==> config.mk <==
export PLATFORM = sky130hd
export DESIGN_NAME = stream_pair_packer
export DESIGN_NICKNAME = d
export VERILOG_FILES = /design/src/rtl/stream_pair_packer.sv
export SDC_FILE = /design/constraint.sdc
export NUM_CORES = 1
export LEC_CHECK = 0
export ABC_AREA = 1
export CORE_MARGIN = 2
export CORE_UTILIZATION = 55
export CTS_CLUSTER_DIAMETER = 100
export DETAILED_ROUTE_END_ITERATION = 8
export PLACE_DENSITY = 0.86
export SETUP_SLACK_MARGIN = 0.05
export SLEW_MARGIN = 40
export SYNTH_ARGS = -nofsm -noshare
export SYNTH_HDL_FRONTEND = slang
export SYNTH_SLANG_ARGS = --single-unit
==> constraint.sdc <==
create_clock -name ap_clk -period 4.12 [get_ports ap_clk]
set_input_delay 0.824 -clock ap_clk [delete_from_list [all_inputs] [get_ports ap_clk]]
set_output_delay 0.824 -clock ap_clk [all_outputs]
set_load 0.02 [all_outputs]
==> src/rtl/stream_pair_packer.sv <==
// stream_pair_packer
// Pops tokens from an input FIFO and packs consecutive data elements in pairs
// into double-width output words. An input token with its MSB set closes the
// transfer: a dangling single element is zero-padded into a final data word,
// then a close word (MSB set, zero payload) is pushed and the block reports
// done for one cycle. Block-level start/idle/done/ready follow the usual
// ap_ctrl handshake.
module stream_pair_packer #(
  parameter int DATA_WIDTH = 32
) (
  input  logic                    ap_clk,
  input  logic                    ap_rst,
  input  logic                    ap_start,
  output logic                    ap_done,
  output logic                    ap_idle,
  output logic                    ap_ready,
  input  logic [DATA_WIDTH:0]     in_s_dout,
  input  logic                    in_s_empty_n,
  output logic                    in_s_read,
  output logic [2*DATA_WIDTH:0]   out_din,
  input  logic                    out_full_n,
  output logic                    out_write,
  output logic [63:0]             count,
  output logic                    odd
);

  localparam int WORD_W = 2 * DATA_WIDTH + 1;

  typedef enum logic [2:0] {
    IDLE,
    LO,
    HI,
    EMIT,
    CLOSE,
    DONE
  } state_e;

  state_e                  state_q, state_d;
  logic [63:0]             count_q, count_d;
  logic                    odd_q, odd_d;
  logic                    pendingClose_q, pendingClose_d;
  logic [DATA_WIDTH-1:0]   loReg_q, loReg_d;
  logic [WORD_W-1:0]       word_q, word_d;

  logic                    headIsClose;
  logic [DATA_WIDTH-1:0]   headPayload;

  assign headIsClose = in_s_dout[DATA_WIDTH];
  assign headPayload = in_s_dout[DATA_WIDTH-1:0];

  assign count = count_q;
  assign odd   = odd_q;

  // State and datapath registers; reset drops any partial pair or pending word.
  always_ff @(posedge ap_clk) begin
    if (ap_rst) begin
      state_q        <= IDLE;
      count_q        <= '0;
      odd_q          <= 1'b0;
      pendingClose_q <= 1'b0;
      loReg_q        <= '0;
      word_q         <= '0;
    end else begin
      state_q        <= state_d;
      count_q        <= count_d;
      odd_q          <= odd_d;
      pendingClose_q <= pendingClose_d;
      loReg_q        <= loReg_d;
      word_q         <= word_d;
    end
  end

  // Next-state, datapath updates and handshake outputs; reset forces quiet outputs.
  always_comb begin
    state_d        = state_q;
    count_d        = count_q;
    odd_d          = odd_q;
    pendingClose_d = pendingClose_q;
    loReg_d        = loReg_q;
    word_d         = word_q;
    in_s_read      = 1'b0;
    out_write      = 1'b0;
    out_din        = '0;
    ap_idle        = 1'b0;
    ap_done        = 1'b0;
    ap_ready       = 1'b0;

    case (state_q)
      IDLE: begin
        ap_idle = 1'b1;
        if (ap_start) begin
          count_d        = '0;
          odd_d          = 1'b0;
          pendingClose_d = 1'b0;
          state_d        = LO;
        end
      end

      LO: begin
        in_s_read = in_s_empty_n;
        if (in_s_empty_n) begin
          if (headIsClose) begin
            state_d = CLOSE;
          end else begin
            loReg_d = headPayload;
            count_d = count_q + 64'd1;
            state_d = HI;
          end
        end
      end

      HI: begin
        in_s_read = in_s_empty_n;
        if (in_s_empty_n) begin
          if (headIsClose) begin
            word_d         = {1'b0, {DATA_WIDTH{1'b0}}, loReg_q};
            odd_d          = 1'b1;
            pendingClose_d = 1'b1;
          end else begin
            word_d  = {1'b0, headPayload, loReg_q};
            count_d = count_q + 64'd1;
          end
          state_d = EMIT;
        end
      end

      EMIT: begin
        out_din   = word_q;
        out_write = out_full_n;
        if (out_full_n) begin
          state_d = pendingClose_q ? CLOSE : LO;
        end
      end

      CLOSE: begin
        out_din   = {1'b1, {(2 * DATA_WIDTH){1'b0}}};
        out_write = out_full_n;
        if (out_full_n) begin
          state_d = DONE;
        end
      end

      DONE: begin
        ap_done  = 1'b1;
        ap_ready = 1'b1;
        state_d  = IDLE;
      end

      default: begin
        state_d = IDLE;
      end
    endcase

    if (ap_rst) begin
      in_s_read = 1'b0;
      out_write = 1'b0;
      out_din   = '0;
      ap_done   = 1'b0;
      ap_ready  = 1'b0;
      ap_idle   = 1'b1;
    end
  end

endmodule

==> run summary <==
vias per cell: 5.41
synthesis-stage register bit count: 164
via count: 8,146
Cells after Synth: 1,169
first-pass GRT wire length: 35.4 mm
I/O Pins: 173
Clock Tree Buf Depth: 2
reg2reg start: state_q[1]
total CTS buffers: 17
worst endpoint data arrival time: 2.72 ns
worst slew pin tran: 0.707 ns
Crit. End Element: output pin
largest net degree at the start of global routing: 94
die width: 123 um
final-layout fill cell count: 1,159
Ant. Diodes: 0
placed cell count: 1,477
setup slack, reg-to-reg: 1.82 ns
setup TNS: 0 ns
most common cell after layout, fill and taps aside: nor2_1
Core Box Area: 13,900 um^2
initial core utilization: 0.562
class of the worst hold path: register to register
DR iter-0 viols: 634
Crit-path slowest cell: clkdlybuf4s50_1
power per cell area: 425 nW/um^2
drt total wl: 22.1 mm
syn avg cell area: 6.68 um^2
final hold viol count: 0
period utilization: 0.860
Data required, critical path: 3.30 ns
mapped cell area: 7800 um^2
global route overflow: 0
Reg2Reg Depth: 10
CTS tree: built
Worst Skew: 0.00459 ns
WL per Instance: 14.7 um
DR DRC count: 0
total track usage: 0.295
CP delay by family, top: buffers and inverters
max-cap violations: 0
Die ar.: 15,200 um^2
Non-Filler Instances: 1,507
vias in the first global route: 7,449
CP peak stage delay: 0.65 ns
die height: 123 um
hold path cells: 2
critical path type: register to output pin
Synthesis Warnings: 0
CTS root buffer: clkbuf_16
crit start category: register
Max Slew Vio Count: 0
DP HPWL: 15.3 mm
worst r2r dst: count[52]
Routability Congestion: 0.927
initial antenna violation count: 0
Synthesized Nets: 1,208
worst vdd ir: 289 uV
HP Start: loReg_q[19]
first-pass detailed-route iteration total: 5
Reg clk slew, reported paths: 0.06 ns
CP Buf/Inv Count: 2
min Tclk post-route: 3.54 ns
most frequent cells in the layout: nor2_1, nand2_1, clkdlybuf4s50_1
Area Overhead vs Synth: 30.8%
fmax: 282 MHz
Slew headroom: 0.526
worst skew pair latency: 0.43 ns
hold_buf cts: 0
register area share after synthesis: 0.421
distinct cell type count after synthesis: 37
nets@finish: 1,355
final setup violating endpoints: 0
CTS sink count: 164
worst-path maximum fanout: 41
total setup buffers inserted after CTS: 0
Yosys top cell by area: dfxtp_1
P_leak: 3.78 nW
crit path cell chain: nand3_2 > buf_4 > nor2_1 > clkdlybuf4s50_1
antenna viol nets, final: 0
top post-synthesis cells by area: dfxtp_1, nor2_1, nand2_1
post-synth top area share: 0.421
row count: 43
outcome: finished clean
htree depth: 4
share of cells above drive strength 1: 0.0535
worst hold endpoint: word_q[19]
RSZ-0062 raised after global routing: false
CTS resizes: 0
port bufs: 172
==> logic make-up after synthesis <==
| family | after synthesis | share of synthesized area |
|---|---|---|
| DFF | 164 | 0.421 |
| and+or+nand+nor | 667 | 0.362 |
| adders and majority gates | 1 | 0.00160 |
| buffers and inverters | 151 | 0.0765 |
| AOI/OAI and AO/OA | 180 | 0.133 |
| xor gates and xnor gates | 6 | 0.00673 |
==> routing by layer <==
| layer | up-vias | part of all wire | global-route usage |
|---|---|---|---|
| met3 | 63 | 0.079 | 0.0766 |
| li1 | 4060 | - | - |
| met4 | 0 | 0.033 | 0.126 |
| met2 | 321 | 0.47 | 0.477 |
| met5 | - | 0 | 0 |
| met1 | 3702 | 0.42 | 0.373 |
==> cells in the mapped netlist <==
library cell / number
a21oi_1: 67
buf_2: 5
buf_4: 2
nand2_2: 1
a31o_2: 1
nor2_1: 295
clkinv_1: 1
nand3_2: 3
dfxtp_1: 164
nor2_2: 6
buf_12: 1
xor2_1: 5
inv_1: 93
o32ai_1: 32
ha_1: 1
o31ai_1: 1
a31oi_1: 1
nor3b_1: 6
clkbuf_1: 44
nor4_1: 1
o21bai_1: 2
inv_2: 3
nor3_2: 4
nand4_1: 9
nand3_1: 61
nor3_1: 8
a211oi_1: 1
o21ai_0: 75
buf_1: 2
nand2_4: 2
and3_1: 1
xnor2_1: 1
nor2_8: 3
nor2_4: 5
and2_1: 2
nand2_1: 256
nand3b_1: 4
==> how the worst max path moves through the flow <==
| stage | from | end | slack [ns] | cells past startpoint |
|---|---|---|---|---|
| after detailed placement | ap_rst | out_din[26] | 0.66 | 6 |
| after floorplan | ap_rst | ap_ready | 1.01 | 4 |
| final | state_q[1] | out_din[26] | 0.58 | 4 |
| after CTS | state_q[1] | out_din[26] | 0.60 | 4 |
| after global placement | ap_rst | out_din[26] | 0.65 | 6 |
| after global routing | state_q[1] | out_din[26] | 0.46 | 4 |
==> flip-flops by register name, summed over array words and instances, names as in the netlist <==
signal	flops
pendingClose_q	1
state_q	3
loReg_q	32
word_q	64
count	64
==> cell type report <==
class                      instances  area [um^2]  share of cell area
timing repair buffer             182         1820               0.178
tap                              180          225              0.0221
clock buffer                      19          433              0.0424
multi-input combinational        854         3940               0.386
inverter                          97          365              0.0358
sequential                       164         3280               0.322
clock inverter                    11          138              0.0135
==> per-stage QoR <==
| stage | area (um^2) | util | worst slack [ns] | power [mW] | hold slack, ns |
|---|---|---|---|---|---|
| global route | 10200 | 0.736 | 0.457 | 4.53 | 0.503 |
| finish | 10200 | 0.736 | 0.576 | 4.34 | 0.478 |
| global placement | 9640 | 0.694 | 0.651 | 2.77 | 0.457 |
| detailed placement | 9640 | 0.694 | 0.664 | 2.79 | 0.466 |
| floorplan | 7800 | - | 1.01 | 2.58 | 0.450 |
| CTS | 10200 | 0.736 | 0.596 | 4.35 | 0.478 |
==> power breakdown <==
group          leakage [nW]  switching [mW]  internal (mW)
Sequential             1.33          0.0868           1.72
Clock                 0.274           0.628          0.939
Combinational          2.18           0.687          0.274
==> tightest hold or removal path, stage by stage (launching register included) <==
cell     delay, ns
dfxtp_1       0.32
nor2_1        0.05
nor2_1        0.08
Note: power is estimated with default switching activity, not from simulation.
==> edit 1, RTL diff (config.mk and constraints unchanged) <==
Take the reset off `word_q` and load it in a clocked block of its own.
--- a/src/rtl/stream_pair_packer.sv
+++ b/src/rtl/stream_pair_packer.sv
@@ -61,3 +61,2 @@
       loReg_q        <= '0;
-      word_q         <= '0;
     end else begin
@@ -68,4 +67,7 @@
       loReg_q        <= loReg_d;
-      word_q         <= word_d;
     end
+  end
+
+  always_ff @(posedge ap_clk) begin
+    word_q <= word_d;
   end
Behaviour: no difference found for any inputs over 4 cycles, from zero or initial values and one cycle with ap_rst high; that may be too few to reach the edited logic, so the function may still have changed.
==> edit 1 against the unedited design <==
Worst setup slack worse by 0.036 ns; sequential cell count stayed put; final area is 0.11% higher; first-iteration DRC count is 6.9% higher; clock power is 3% higher; wire length is 7.3% lower; fmax is 1.0% lower; total power is 1.9% higher; sequential power is 6% higher; core utilization is 0.66 points higher; synthesized area is 1.2% lower.
==> edit 1: results (changes against the unedited design) <==
INFO  critical_path  reg2reg_slack=1.74ns [-0.08 ns]
INFO  detailed_routing wirelength=20500um [-7.3%]
INFO  detailed_routing routed_length_on_met2=9840um [-4.4%]
INFO  final_layout   nFillCells=1067 [-7.9%]
INFO  synth          synth_seq_area_share=0.509 [+0.0883]
INFO  synth          synth_enable_flop_cells=64 [+64]
INFO  grt            groute.layer.met1.usage=0.348 [-0.0247]
INFO  critical_path  worst_setup_path_endpoint=ap_ready
INFO  grt            largest_net_degree_at_the_start_of_global_routing=65 [-31%]
INFO  detailed_routing via_density_per_instance=5.24 [-3.0%]
INFO  pwr            power_leakage=4.10nW [+8.7%]
INFO  pwr            peakVddDrop=0.000348V [+20%]
INFO  timing         timing.hold.ws=0.423ns [-0.0552 ns]
INFO  final_layout   drive_gt1_frac=0.0420 [-0.0115]
INFO  min_path       worst_hold_path.endpoint=word_q[24]
INFO  critical_path  path_max_fanout=7 [-83%]
INFO  critical_path  worst-endpoint-arrival=2.76ns [+0.04 ns]
INFO  detailed_routing dr_wl_met3=1760um [+1.1%]
INFO  pwr            power.density=432nW/um^2 [+1.8%]
INFO  synth          syn_nets=1095 [-9.4%]
INFO  final_layout   stdcell_count=1417 [-6.0%]
INFO  min_path       worstHoldStart=loReg_q[24]
INFO  detailed_routing drt_first_pass_iters=7 [+2]
INFO  critical_path  timing.critical_path.slowest_cell_delay=0.74ns [+0.09 ns]
INFO  synth          synth.top_cells.by_count=274 x sky130_fd_sc_hd__nor2_1, 188 x sky130_fd_sc_hd__nand2_1, 164 x sky130_fd_sc_hd__inv_1
INFO  critical_path  ff_to_ff_start=state_q[2]
INFO  pwr            swShare=0.305 [-0.0185]
INFO  cts            clk_pin_slew_worst_paths=0.06ns [about the same]
INFO  detailed_routing met1Wirelength=8320um [-11%]
INFO  grt            groute.usage.overall=0.275 [-0.0196]
INFO  grt            globalRouteMet2Util=0.465 [-0.0116]
INFO  placed_design  half_perimeter_wire_length_after_detailed_placement=14500um [-5.4%]
INFO  grt            grt.met3_usage=0.0525 [-0.0241]
INFO  critical_path  worstRegToRegCells=9 [-1]
INFO  grt            grt_first_pass_wirelength=32000um [-9.8%]
INFO  synth          synth_cell_type_count=33 [-11%]
INFO  detailed_routing dr.first_iter.drc_count=678 [+6.9%]
INFO  pwr            power.clock.total=0.00162W [+3%]
INFO  timing         tightestPinTransition=0.790ns [+0.0833 ns]
INFO  placed_design  place_congestion=0.888 [-4.2%]
INFO  final_layout   final_net_count=1263 [-6.8%]
INFO  synth          synth_area_per_cell=7.30squm [+9.4%]
INFO  synth          synth.top_cells.by_area=sky130_fd_sc_hd__dfxtp_1 26%, sky130_fd_sc_hd__edfxtp_1 25%, sky130_fd_sc_hd__nor2_1 13%, sky130_fd_sc_hd__nand2_1 9.2%, sky130_fd_sc_hd__inv_1 8.0%
INFO  pwr            power_combinational=0.000893W [-7.1%]
INFO  status         status=complete, no violations
edit 1: cell type report:
type,count,area (sq um),area share
sequential,164,3920,0.384
inverter,168,631,0.0617
multi-input combinational,695,3040,0.298
clock inverter,15,180,0.0176
timing repair buffer,178,1790,0.175
clock buffer,17,425,0.0416
tap,180,225,0.0220
edit 1: metrics by stage:
stage | instance area [sq um] | setup slack [ns] | util
after floorplan | 7710 | 0.100 | -
after global placement | 9620 | 0.624 | 0.698
after global routing | 10200 | 0.511 | 0.742
after CTS | 10200 | 0.600 | 0.742
final | 10200 | 0.540 | 0.742
after detailed placement | 9620 | 0.606 | 0.698
edit 1: kinds of logic (layout without fill, tap and decap cells):
logic type,count (synthesis),in the layout,synth area share
buffers and inverters,197,378,0.0984
and+or+nand+nor,569,569,0.307
xor gates and xnor gates,3,3,0.00341
AOI/OAI and AO/OA,122,122,0.0807
DFF,164,164,0.509
adders and majority gates,1,1,0.00162
==> edit 2, RTL diff (config.mk and constraints unchanged) <==
Without the edit above. `DATA_WIDTH`: 32 -> 28.
--- a/src/rtl/stream_pair_packer.sv
+++ b/src/rtl/stream_pair_packer.sv
@@ -8,3 +8,3 @@
 module stream_pair_packer #(
-  parameter int DATA_WIDTH = 32
+  parameter int DATA_WIDTH = 28
 ) (
Interface: changed (resized in_s_dout and out_din); port bits go from 173 to 161. No check against the original RTL was run, so the function may have changed too.
==> edit 2 against the unedited design <==
Total power is 6.1% lower; core utilization increased by 0.28 points; critical path depth rose by 2; sequential cell count decreased by 12; count of clock-buffer cells in the layout is the same; clock skew grew 0.0040 ns; wire length down 5.5%; non-clock buffer count fell by 9; synthesized area fell by 6.0%; worst setup slack improved by 0.11 ns; hold slack got worse by 0.0011 ns; fmax increased by 3.3%; final area down 5.0%.
==> edit 2: results (changes against the unedited design) <==
INFO  critical_path  path_max_fanout=30 [-27%]
INFO  final_layout   drive_gt1_frac=0.0610 [+0.00746]
INFO  grt            globalRouteMet2Util=0.462 [-0.0151]
INFO  synth          synth_seq_area_share=0.415 [-0.00570]
INFO  grt            grt.met3_usage=0.0781 [+0.00150]
INFO  placed_design  place_congestion=0.946 [+2.1%]
INFO  timing         timing.hold.ws=0.477ns [-0.00113 ns]
INFO  critical_path  ff_to_ff_start=state_q[0]
INFO  detailed_routing wl_per_cell=14.5um [-1.1%]
INFO  final_layout   nFillCells=1054 [-9.1%]
INFO  final_layout   finish.utilization=0.738 [+0.00285]
INFO  timing         tightestPinTransition=0.703ns [-0.00398 ns]
INFO  synth          synth.top_cells.by_area=sky130_fd_sc_hd__dfxtp_1 42%, sky130_fd_sc_hd__nor2_1 14%, sky130_fd_sc_hd__nand2_1 13%, sky130_fd_sc_hd__inv_1 4.7%, sky130_fd_sc_hd__a21oi_1 4.6%
INFO  synth          share_of_the_synthesized_netlist_area_taken_by_xor_and_xnor_gates=0.00358 [-0.00315]
INFO  grt            groute.usage.overall=0.290 [-0.00529]
INFO  placed_design  half_perimeter_wire_length_after_detailed_placement=14400um [-5.7%]
INFO  pwr            peakVddDrop=0.000238V [-18%]
INFO  pwr            internal_power=0.00281W [-4.2%]
INFO  critical_path  worst-endpoint-arrival=2.61ns [-0.11 ns]
INFO  critical_path  timing.critical_path.slowest_cell_delay=0.63ns [-0.02 ns]
INFO  grt            grt_pass1_vias=7079 [-5.0%]
INFO  pwr            share_clk_of_total_power=0.398 [+0.037]
INFO  detailed_routing dr_total_vias=7773 [-4.6%]
INFO  synth          synth_cells=1108 [-5.2%]
INFO  synth          synth_fa_ha_area_frac=0.00171 [+0.000103]
INFO  min_path       worstHoldStart=loReg_q[25]
INFO  timing         fin_ws=0.690ns [+0.113 ns]
INFO  min_path       worst_hold_path.endpoint=word_q[25]
INFO  synth          synth_compound_gate_area_share=0.128 [-0.00460]
INFO  critical_path  crit-reg2reg-capture=count[2]
INFO  placed_design  placed_area=9090squm [-5.7%]
INFO  pwr            tot_pwr=0.00407W [-6.1%]
INFO  status         status=complete, no violations
INFO  critical_path  worstRegToRegCells=8 [-2]
INFO  final_layout   final_net_count=1285 [-5.2%]
INFO  grt            groute.layer.met1.usage=0.375 [+0.00277]
INFO  placed_design  port_buffers=160 [-7.0%]
==> edit 2: cell count changes after synthesis, moves of 4 or more <==
cell,change
sky130_fd_sc_hd__clkbuf_1,-16
sky130_fd_sc_hd__buf_2,+9
sky130_fd_sc_hd__o32ai_1,-4
sky130_fd_sc_hd__dfxtp_1,-12
sky130_fd_sc_hd__nor2_1,-17
sky130_fd_sc_hd__o21ai_0,-8
sky130_fd_sc_hd__nor2_4,+7
sky130_fd_sc_hd__nor2_2,-4
sky130_fd_sc_hd__nand2_1,-5
sky130_fd_sc_hd__nor3_1,+4
sky130_fd_sc_hd__nand3_1,-8
==> edit 2: layout make-up <==
type,count,area share
multi-input cells,810,0.382
repair buffers,173,0.182
clock buffers,19,0.0457
inverters,96,0.0371
flip-flops and latches,152,0.314
clock inverters,13,0.0173
well taps,176,0.0227
==> edit 2: per-layer routing <==
layer	wire length, um	up-vias
met5	0	-
met4	410	0
met3	1610	42
met2	9860	316
met1	8990	3584
li1	-	3831
